**src/rtl/fp32_pkg.sv**
```systemverilog
// Shared FP32 constants, flag-bit positions and the divider state encoding.
package fp32_pkg;

   localparam int          FP32_BIAS    = 127;
   localparam logic [7:0]  FP32_EXP_MAX = 8'hFF;
   localparam logic [31:0] FP32_QNAN    = 32'h7FC0_0001;

   // Positions inside the 4-bit {invalid, div_by_zero, overflow, underflow} flag word
   localparam int FLAG_INVALID   = 3;
   localparam int FLAG_DIV_ZERO  = 2;
   localparam int FLAG_OVERFLOW  = 1;
   localparam int FLAG_UNDERFLOW = 0;

   typedef enum logic [1:0] {
      IDLE   = 2'd0,
      DIVIDE = 2'd1,
      ROUND  = 2'd2,
      DONE   = 2'd3
   } div_state_t;

endpackage

```
**src/rtl/fp32_classify.sv**
```systemverilog
// Combinational unpack of one FP32 operand; subnormals are flushed to signed zero.
module fp32_classify
   import fp32_pkg::*;
(
   input  logic [31:0] i_op,
   output logic        o_sign,
   output logic [7:0]  o_exp,
   output logic [23:0] o_mant,
   output logic        o_is_nan,
   output logic        o_is_inf,
   output logic        o_is_zero
);

   logic w_exp_max;
   logic w_frac_zero;

   assign o_sign      = i_op[31];
   assign o_exp       = i_op[30:23];
   assign o_mant      = {1'b1, i_op[22:0]};
   assign w_exp_max   = (i_op[30:23] == FP32_EXP_MAX);
   assign w_frac_zero = (i_op[22:0] == 23'd0);
   assign o_is_nan    = w_exp_max & ~w_frac_zero;
   assign o_is_inf    = w_exp_max & w_frac_zero;
   assign o_is_zero   = (i_op[30:23] == 8'd0);

endmodule

```
**src/rtl/fp32_div.sv**
```systemverilog
// Iterative FP32 divider (restoring, one quotient bit per cycle) with valid/ready handshakes.
// Define FP32_DIV_RNE_EN for round-to-nearest-even; otherwise results truncate toward zero.
module fp32_div
   import fp32_pkg::*;
#(
   parameter int ITER = 27
)(
   input  logic        clk,
   input  logic        rst_n,
   input  logic        in_valid,
   output logic        in_ready,
   input  logic [31:0] a,
   input  logic [31:0] b,
   output logic        out_valid,
   input  logic        out_ready,
   output logic [31:0] result,
   output logic [3:0]  flags
);

   div_state_t r_state, w_next_state;

   logic w_a_sign, w_a_nan, w_a_inf, w_a_zero;
   logic w_b_sign, w_b_nan, w_b_inf, w_b_zero;
   logic [7:0]  w_a_exp, w_b_exp;
   logic [23:0] w_a_mant, w_b_mant;

   logic               r_sign;
   logic signed [9:0]  r_exp;
   logic [24:0]        r_rem;
   logic [24:0]        r_div;
   logic [ITER-1:0]    r_q;
   logic [4:0]         r_count;
   logic               r_special;
   logic [31:0]        r_spec_result;
   logic [3:0]         r_spec_flags;
   logic [31:0]        r_result;
   logic [3:0]         r_flags;

   logic        w_sign;
   logic        w_special;
   logic [31:0] w_spec_result;
   logic [3:0]  w_spec_flags;

   logic [25:0] w_trial;
   logic        w_ge;
   logic [24:0] w_rem_sel;

   logic signed [9:0] w_norm_exp;
   logic signed [9:0] w_round_exp;
   logic [22:0]       w_mant;
   logic [23:0]       w_mant_sum;
   logic              w_round_up;
   logic [31:0]       w_round_result;
   logic [3:0]        w_round_flags;
`ifdef FP32_DIV_RNE_EN
   logic              w_guard;
   logic              w_sticky;
`endif

   fp32_classify u_cls_a (
      .i_op     (a),
      .o_sign   (w_a_sign),
      .o_exp    (w_a_exp),
      .o_mant   (w_a_mant),
      .o_is_nan (w_a_nan),
      .o_is_inf (w_a_inf),
      .o_is_zero(w_a_zero)
   );

   fp32_classify u_cls_b (
      .i_op     (b),
      .o_sign   (w_b_sign),
      .o_exp    (w_b_exp),
      .o_mant   (w_b_mant),
      .o_is_nan (w_b_nan),
      .o_is_inf (w_b_inf),
      .o_is_zero(w_b_zero)
   );

   assign w_sign = w_a_sign ^ w_b_sign;

   // Special operands are resolved at accept; the FSM still walks every state so latency is fixed
   always_comb begin
      w_special     = 1'b1;
      w_spec_result = 32'd0;
      w_spec_flags  = 4'd0;
      if (w_a_nan | w_b_nan) begin
         w_spec_result = FP32_QNAN;
      end else if ((w_a_zero & w_b_zero) | (w_a_inf & w_b_inf)) begin
         w_spec_result              = FP32_QNAN;
         w_spec_flags[FLAG_INVALID] = 1'b1;
      end else if (w_a_inf) begin
         w_spec_result = {w_sign, FP32_EXP_MAX, 23'd0};
      end else if (w_b_zero) begin
         w_spec_result               = {w_sign, FP32_EXP_MAX, 23'd0};
         w_spec_flags[FLAG_DIV_ZERO] = 1'b1;
      end else if (w_a_zero | w_b_inf) begin
         w_spec_result = {w_sign, 31'd0};
      end else begin
         w_special = 1'b0;
      end
   end

   // Restoring step: the remainder stays below twice the divisor, so 25 bits never overflow
   assign w_trial   = {1'b0, r_rem} - {1'b0, r_div};
   assign w_ge      = ~w_trial[25];
   assign w_rem_sel = w_ge ? w_trial[24:0] : r_rem;

   always_comb begin
      w_norm_exp = r_q[26] ? r_exp : (r_exp - 10'sd1);
      w_mant     = r_q[26] ? r_q[25:3] : r_q[24:2];
`ifdef FP32_DIV_RNE_EN
      w_guard    = r_q[26] ? r_q[2] : r_q[1];
      w_sticky   = (r_q[26] ? (|r_q[1:0]) : r_q[0]) | (r_rem != 25'd0);
      w_round_up = w_guard & (w_sticky | w_mant[0]);
`else
      w_round_up = 1'b0;
`endif
      w_mant_sum     = {1'b0, w_mant} + {23'd0, w_round_up};
      w_round_exp    = w_norm_exp + $signed({9'd0, w_mant_sum[23]});
      w_round_flags  = 4'd0;
      if (w_round_exp >= 10'sd255) begin
         w_round_result                = {r_sign, FP32_EXP_MAX, 23'd0};
         w_round_flags[FLAG_OVERFLOW]  = 1'b1;
      end else if (w_round_exp <= 10'sd0) begin
         w_round_result                = {r_sign, 31'd0};
         w_round_flags[FLAG_UNDERFLOW] = 1'b1;
      end else begin
         w_round_result = {r_sign, w_round_exp[7:0], w_mant_sum[22:0]};
      end
   end

   // NOTE: reset is synchronous here; every flop samples !rst_n only on the clock edge.
   always_ff @(posedge clk) begin
      if (!rst_n) begin
         r_state <= IDLE;
      end else begin
         r_state <= w_next_state;
      end
   end

   always_comb begin
      w_next_state = r_state;
      case (r_state)
         IDLE:    if (in_valid)                 w_next_state = DIVIDE;
         DIVIDE:  if (r_count == 5'(ITER))      w_next_state = ROUND;
         ROUND:                                 w_next_state = DONE;
         DONE:    if (out_ready)                w_next_state = IDLE;
         default:                               w_next_state = IDLE;
      endcase
   end

   // NOTE: non-blocking assignments let every register read the pre-edge value of the others.
   always_ff @(posedge clk) begin
      if (!rst_n) begin
         r_sign        <= 1'b0;
         r_exp         <= 10'sd0;
         r_rem         <= 25'd0;
         r_div         <= 25'd0;
         r_q           <= '0;
         r_count       <= 5'd0;
         r_special     <= 1'b0;
         r_spec_result <= 32'd0;
         r_spec_flags  <= 4'd0;
         r_result      <= 32'd0;
         r_flags       <= 4'd0;
      end else begin
         case (r_state)
            IDLE: begin
               if (in_valid) begin
                  r_sign        <= w_sign;
                  r_exp         <= $signed({2'b00, w_a_exp}) - $signed({2'b00, w_b_exp})
                                   + $signed(10'(FP32_BIAS));
                  r_rem         <= {1'b0, w_a_mant};
                  r_div         <= {1'b0, w_b_mant};
                  r_q           <= '0;
                  r_count       <= 5'd0;
                  r_special     <= w_special;
                  r_spec_result <= w_spec_result;
                  r_spec_flags  <= w_spec_flags;
               end
            end
            DIVIDE: begin
               if (r_count != 5'(ITER)) begin
                  r_rem   <= w_rem_sel << 1;
                  r_q     <= {r_q[ITER-2:0], w_ge};
                  r_count <= r_count + 5'd1;
               end
            end
            ROUND: begin
               r_result <= r_special ? r_spec_result : w_round_result;
               r_flags  <= r_special ? r_spec_flags  : w_round_flags;
            end
            default: ;
         endcase
      end
   end

   assign in_ready  = (r_state == IDLE) & rst_n;
   assign out_valid = (r_state == DONE);
   assign result    = r_result;
   assign flags     = r_flags;

endmodule
```
**config.mk**
```make
export PLATFORM = sky130hd
export DESIGN_NAME = fp32_div
export DESIGN_NICKNAME = d
export VERILOG_FILES = /design/src/rtl/fp32_pkg.sv /design/src/rtl/fp32_classify.sv /design/src/rtl/fp32_div.sv
export SDC_FILE = /design/constraint.sdc
export NUM_CORES = 1
export LEC_CHECK = 0
export CAP_MARGIN = 15
export CELL_PAD_IN_SITES_DETAIL_PLACEMENT = 1
export CELL_PAD_IN_SITES_GLOBAL_PLACEMENT = 2
export CORE_ASPECT_RATIO = 0.7
export CORE_MARGIN = 8
export CORE_UTILIZATION = 33
export DETAILED_ROUTE_END_ITERATION = 12
export GPL_TIMING_DRIVEN = 0
export PLACE_DENSITY = 0.8
export SLEW_MARGIN = 20
export SYNTH_ARGS = -nofsm -noshare
export SYNTH_HDL_FRONTEND = slang
export SYNTH_SLANG_ARGS = --single-unit
```
**constraint.sdc**
```tcl
create_clock -name clk -period 3.3 [get_ports clk]
set_input_delay 0.66 -clock clk [delete_from_list [all_inputs] [get_ports clk]]
set_output_delay 0.66 -clock clk [all_outputs]
set_load 0.1 [all_outputs]
```
==> results.sh, run 1 <==
export IMPL_clkSinkCount=136
export IMPL_cts_root_buf="clkbuf_16"
export IMPL_timing_rr_end="r_rem[13]$_SDFFE_PN0P_"
export IMPL_setup_worst_path_class="primary input to output port"
export IMPL_die_w_um=203.5
export IMPL_setup_worst_path_start="rst_n"
export IMPL_grt_max_degree=20
export IMPL_drive_gt1_share_pct=6.725
export IMPL_period_needed_ns=3.191
export IMPL_postSynth_asyncResetShare_pct=0
export IMPL_final_hold_viol_count=0
export IMPL_initial_utilization_pct=33.29
export IMPL_status="finished clean"
export IMPL_grt_usage_pct=19.23
export IMPL_die_h_um=147.2
export IMPL_r2r_cells=12
export IMPL_holdPathStages=2
export IMPL_yosysSeqAreaShare_pct=33.54
export IMPL_ios=106
export IMPL_post_cts_setup_buffers=0
export IMPL_dp_cells=1441
export IMPL_port_buffers=105
export IMPL_power_leakage_nw=3.789
export IMPL_ant_nets=0
export IMPL_power_density_nw_per_um2=979.2
export IMPL_relSlewSlack_pct=32.42
export IMPL_core_area_sq_um=24380
export IMPL_synth_distinct_cells=67
export IMPL_antenna_found_initial=1
export IMPL_r2r_slack_ns=0.11
export IMPL_cts_tree="built"
export IMPL_end_kind="output port"
export IMPL_slew_viol_final=0
export IMPL_antenna_cells=0
export IMPL_totalWireLength_um=28840
export IMPL_vdd_drop_max_v=0.0006261
export IMPL_worst_pin_slew_ns=1.011
export IMPL_synth_seq_cells=136
export IMPL_cts_max_path_buffers=2
export IMPL_drv_cap=0
export IMPL_gp_congestion=0.8231
export IMPL_yosysWarnings=0
export IMPL_clock_skew_ns=0.01900
export IMPL_final_cells=1470
export IMPL_worstPathRequired_ns=2.64
export IMPL_drc=0
export IMPL_drt_iter0_drc=327
export IMPL_h_tree_depth=4
export IMPL_syn_area_per_cell_sq_um=8.029
export IMPL_grt_pass1_vias=7949
export IMPL_period_share_pct=96.71
export IMPL_synth_nets=1121
export IMPL_r2r_start="r_div[5]$_SDFFE_PN0P_"
export IMPL_cp_max_fo=19
export IMPL_fmax_ghz=0.3133
export IMPL_drt_pre_antenna_iters=4
export IMPL_synth_edff_count=0
export IMPL_tns_ns=0
export IMPL_avgRoutedWirePerCell_um=19.62
export IMPL_rows=48
export IMPL_hp_class="flop to flop"
export IMPL_nNetsFinal=1244
export IMPL_layout_common_cells="nand2_1, dfxtp_1, clkdlybuf4s50_1, a21boi_0, o21ai_0"
export IMPL_cp_endpoint="in_ready"
export IMPL_grt_pass1_wl_um=45600
export IMPL_vias=7797
export IMPL_synth_area_sq_um=8118
export IMPL_vias_per_cell=5.304
export IMPL_critical_path_arrival_ns=2.53
export IMPL_synthToLayoutAreaGrowth_pct=25.09
export IMPL_insertion_delay_ns=0.43
export IMPL_synthCells=1011
export IMPL_postCtsHoldBufs=0
export IMPL_cts_resized=8
export IMPL_die_area_sq_um=29950
export IMPL_final_common_cell="nand2_1"
export IMPL_hpwlAfterDp_um=22760
export IMPL_synth_main_ff_cell="dfxtp_1"
export IMPL_clk_pin_slew_ns=0.06
export IMPL_finalSetupViolations=0
export IMPL_start_kind="primary input"
export IMPL_cts_buffers=17
export IMPL_grt_overflow_total=0
## layout make-up
| cell class | instances | area [sq um] |
|---|---|---|
| multi-input cells | 773 | 4987 |
| clock inverters | 10 | 95.09 |
| repair buffers | 105 | 1046 |
| fillers | 2957 | 14230 |
| clock buffers | 20 | 466.7 |
| plain buffers | 55 | 257.7 |
| well taps | 325 | 406.6 |
| flip-flops and latches | 136 | 2723 |
| inverters | 46 | 172.7 |
## worst min path at each step
stage,from,endpoint
2_1_floorplan,r_q[0]$_SDFFE_PN0P_,r_q[1]$_SDFFE_PN0P_
3_3_place_gp,result[8]$_SDFFE_PN0P_,result[8]$_SDFFE_PN0P_
3_5_place_dp,result[15]$_SDFFE_PN0P_,result[15]$_SDFFE_PN0P_
4_1_cts,result[15]$_SDFFE_PN0P_,result[15]$_SDFFE_PN0P_
5_1_grt,result[9]$_SDFFE_PN0P_,result[9]$_SDFFE_PN0P_
6_report,result[18]$_SDFFE_PN0P_,result[18]$_SDFFE_PN0P_
## logic make-up after synthesis
kind of cell	after synthesis	synth area share [%]
simple gates	378	22.49
fa+ha+maj	42	6.658
xor+xnor	37	3.992
flops	136	33.54
mux	33	4.069
compound gates	283	23.97
buf+inv	102	5.287
## critical path, cell delays in order
cell             delay [ns]
clkdlybuf4s50_1        0.59
clkbuf_2               0.28
clkbuf_4               0.36
and2_1                 0.19
buf_2                  0.43
## per-layer routing
| layer | global-route usage (%) | routed length [um] | vias to the layer above |
|---|---|---|---|
| li1 | - | - | 3844 |
| met1 | 27.09 | 14850 | 3821 |
| met2 | 30.37 | 12770 | 112 |
| met3 | 3.168 | 948 | 20 |
| met4 | 4.051 | 267 | 0 |
| met5 | 0 | 0 | - |
## Yosys cell counts, drive strengths merged (2+ instances only)
| library cell | n | share of area [%] |
|---|---|---|
| nand2 | 167 | 7.7 |
| dfxtp | 136 | 34 |
| o21ai | 78 | 5.7 |
| a21boi | 60 | 5.7 |
| nor2 | 49 | 2.3 |
| inv | 46 | 2.1 |
| a21oi | 45 | 2.8 |
| nand3 | 44 | 2.7 |
| clkbuf | 42 | 1.9 |
| ha | 40 | 6.2 |
| mux2i | 33 | 4.1 |
| xnor2 | 22 | 2.4 |
| nor4 | 20 | 1.8 |
| o211ai | 18 | 1.7 |
| nor2b | 17 | 1.4 |
| nor3 | 17 | 1.0 |
| xor2 | 15 | 1.6 |
| a21o | 14 | 1.3 |
| buf | 14 | 1.2 |
| or3 | 14 | 1.1 |
| nand4 | 11 | 0.85 |
| and3 | 10 | 0.77 |
| o21a | 10 | 0.92 |
| a22o | 8 | 0.86 |
| a31oi | 8 | 0.62 |
| nand2b | 8 | 0.62 |
| o31ai | 8 | 0.74 |
| o211a | 7 | 0.86 |
| and2 | 5 | 0.39 |
| a211oi | 4 | 0.37 |
| nor3b | 4 | 0.37 |
| a221oi | 3 | 0.32 |
| nand3b | 3 | 0.43 |
| nor4b | 3 | 0.32 |
| o21bai | 3 | 0.28 |
| o311ai | 3 | 0.32 |
| o31a | 3 | 0.32 |
| a211o | 2 | 0.22 |
| a22oi | 2 | 0.18 |
| fa | 2 | 0.49 |
## power breakdown
part | internal, mW | total (mW) | switching, mW | leakage [nW]
clock network | 1.09 | 1.86 | 0.773 | 0.275
logic | 2.10 | 5.87 | 3.76 | 2.41
registers | 1.95 | 2.21 | 0.263 | 1.11
total | 5.15 | 9.94 | 4.80 | 3.79
## per-stage QoR
step	area [sq um]	util, %	hold WS, ns	setup WS (ns)	total power, mW
2_1_floorplan	8118	-	0.4365	0.4406	6.375
3_3_place_gp	9575	39.27	0.4379	-1.668	7.936
3_5_place_dp	9575	39.27	0.4459	-1.639	8.009
4_1_cts	10130	41.56	0.4596	0.01706	9.911
5_1_grt	10150	41.65	0.4723	-0.0007501	10.65
6_report	10150	41.65	0.4550	0.1086	9.943
## flip-flops by register name (all words and copies together), names as in the netlist, 2 cells and up
register and flops:
flags 4, r_rem 25, r_spec_flags 2, r_div 24, result 32, r_q 27
r_state 2, r_exp 10, r_spec_result 3, r_count 5
Note: power is estimated with default switching activity, not from simulation.
==> run 2: changes to the inputs <==
--- a/config.mk
+++ b/config.mk
@@ -9,7 +9,6 @@
 export CELL_PAD_IN_SITES_DETAIL_PLACEMENT = 1
 export CELL_PAD_IN_SITES_GLOBAL_PLACEMENT = 2
 export CORE_ASPECT_RATIO = 0.7
-export CORE_MARGIN = 8
 export CORE_UTILIZATION = 33
 export DETAILED_ROUTE_END_ITERATION = 12
 export GPL_TIMING_DRIVEN = 0
==> run 2 against run 1 <==
  * Via count rose by 0.63%
  * Critical path depth rose by 5
  * Clock power rose by 9%
  * Largest cell class unchanged
  * Largest power group unchanged
==> results.sh, run 2 (synthesis gave the netlist of run 1 again) <==
export IMPL_status="finished clean"
export IMPL_rows=47
export IMPL_whs_ns=0.4551
export IMPL_drt_pre_antenna_iters=5
export IMPL_setup_worst_path_class="primary input to flop"
export IMPL_drv_cap=0
export IMPL_drive_gt1_share_pct=7.062
export IMPL_multi_input_area_sq_um=4997
export IMPL_ios=106
export IMPL_vias=7846
export IMPL_finalSetupViolations=0
export IMPL_die_w_um=189.5
export IMPL_largest_reg_flops=32
export IMPL_layout_common_cells="nand2_1, dfxtp_1, clkdlybuf4s50_1, a21boi_0, o21ai_0"
export IMPL_worstPathRequired_ns=3.62
export IMPL_die_h_um=133.2
export IMPL_power_density_nw_per_um2=992.0
export IMPL_die_area_sq_um=25240
export IMPL_regArea_sq_um=2724
export IMPL_slowest_stage="clkdlybuf4s50_1"
export IMPL_end_kind="flop"
export IMPL_ant_nets=0
export IMPL_nFillCells=2887
export IMPL_cts_max_path_buffers=2
export IMPL_slew_viol_final=0
export IMPL_initial_utilization_pct=34.00
export IMPL_hpwlAfterDp_um=22160
export IMPL_totalWireLength_um=28300
export IMPL_groute_layer_met1_usage_pct=34.98
export IMPL_slowest_delay_ns=0.52
export IMPL_power_leakage_nw=3.815
export IMPL_clk_pin_slew_ns=0.07
export IMPL_rsz0062_at_grt="false"
export IMPL_cts_root_buf="clkbuf_16"
export IMPL_critical_path_arrival_ns=3.48
export IMPL_fmax_ghz=0.3165
export IMPL_cts_tree="built"
export IMPL_relSlewSlack_pct=32.08
export IMPL_vdd_drop_max_v=0.0004520
export IMPL_cts_buffers=17
export IMPL_insertion_delay_ns=0.43
export IMPL_antenna_found_initial=0
export IMPL_antenna_cells=0
export IMPL_cp_max_fo=4
export IMPL_final_common_cell="nand2_1"
export IMPL_stdcell_area_sq_um=10210
export IMPL_dp_cells=1434
export IMPL_period_needed_ns=3.159
export IMPL_grt_overflow_total=0
export IMPL_grt_max_degree=20
export IMPL_final_hold_viol_count=0
export IMPL_clkSinkCount=136
export IMPL_start_kind="primary input"
export IMPL_avgRoutedWirePerCell_um=19.32
export IMPL_drc=0
export IMPL_grt_pass1_wl_um=45080
export IMPL_post_cts_setup_buffers=0
export IMPL_period_share_pct=95.74
export IMPL_h_tree_depth=4
export IMPL_drt_iter0_drc=389
export IMPL_worst_pin_slew_ns=1.016
export IMPL_clock_skew_ns=0.01063
export IMPL_postCtsHoldBufs=0
export IMPL_grt_usage_pct=23.11
export IMPL_grt_use_met2_pct=33.76
export IMPL_nNetsFinal=1244
export IMPL_grt_pass1_vias=7742
export IMPL_port_buffers=105
export IMPL_total_power_mw=10.13
export IMPL_final_cells=1465
export IMPL_utilization_pct=42.76
export IMPL_hp_class="flop to flop"
export IMPL_top_usage_layer="met1"
export IMPL_gp_congestion=0.8868
export IMPL_worstPathCellList="clkdlybuf4s50_1 > inv_1 > ha_1 > nor2b_1 > o31a_1 > o21ai_0 > a21boi_0 > or3_4 > or4_1 > a41o_1"
export IMPL_met3_usage_pct=4.452
export IMPL_core_area_sq_um=23880
export IMPL_synthToLayoutAreaGrowth_pct=25.75
export IMPL_place_area_sq_um=9567
export IMPL_vias_per_cell=5.356
[run 2: changes by cell type in the layout (fill, tap and decap cells not counted), sizes merged]
| cell | delta |
|---|---|
| clkbuf | -1 |
| clkinvlp | -1 |
| clkinv | -1 |
| bufinv | +1 |
| inv | +4 |
[run 2: metrics by stage]
stage | TNS, ns | setup slack (ns)
5_1_grt | 0 | 0.002528
6_report | 0 | 0.1405
2_1_floorplan | 0 | 0.4406
3_5_place_dp | -4.185 | -1.699
4_1_cts | 0 | 0.05012
3_3_place_gp | -5.583 | -1.725
[run 2: cell type report]
type,count,share of cell area (%)
timing repair buffer,105,10.27
multi-input combinational,773,48.95
inverter,46,1.691
buffer,55,2.525
clock buffer,19,4.437
sequential,136,26.68
clock inverter,13,1.544
tap,318,3.898
[run 2: power breakdown]
group	total, mW	switching (mW)	internal [mW]	leakage (nW)
clock network	2.03	0.850	1.18	0.297
logic	5.87	3.76	2.10	2.41
registers	2.23	0.281	1.95	1.11
[run 2: path summary, 6_finish.rpt]
path                      startpoint                      end  slack, ns  cells after the start
min          result[15]$_SDFFE_PN0P_  result[15]$_SDFFE_PN0P_       0.46                      2
min reg2reg  result[15]$_SDFFE_PN0P_  result[15]$_SDFFE_PN0P_       0.46                      2
max reg2reg    r_div[4]$_SDFFE_PN0P_    r_rem[1]$_SDFFE_PN0P_       0.19                     12
max                            b[24]    r_exp[7]$_SDFFE_PN0P_       0.14                     10
[run 2: repair_timing]
item | CTS | global route
setup endpoints to repair | 1 | 13
resized for setup | 8 | 10
gates cloned | 0 | 0
[run 2: worst max-delay path, delay by kind of cell]
kind            cells  cell delay [ns]
fa+ha+maj           1             0.27
simple gates        3             1.06
buf+inv             2             0.62
compound gates      4             0.87
[run 2: per-layer routing]
metal | vias to the layer above | routed length, um
met4 | 0 | 234
met2 | 179 | 11820
met5 | - | 0
met1 | 3795 | 14790
li1 | 3857 | -
met3 | 15 | 1456
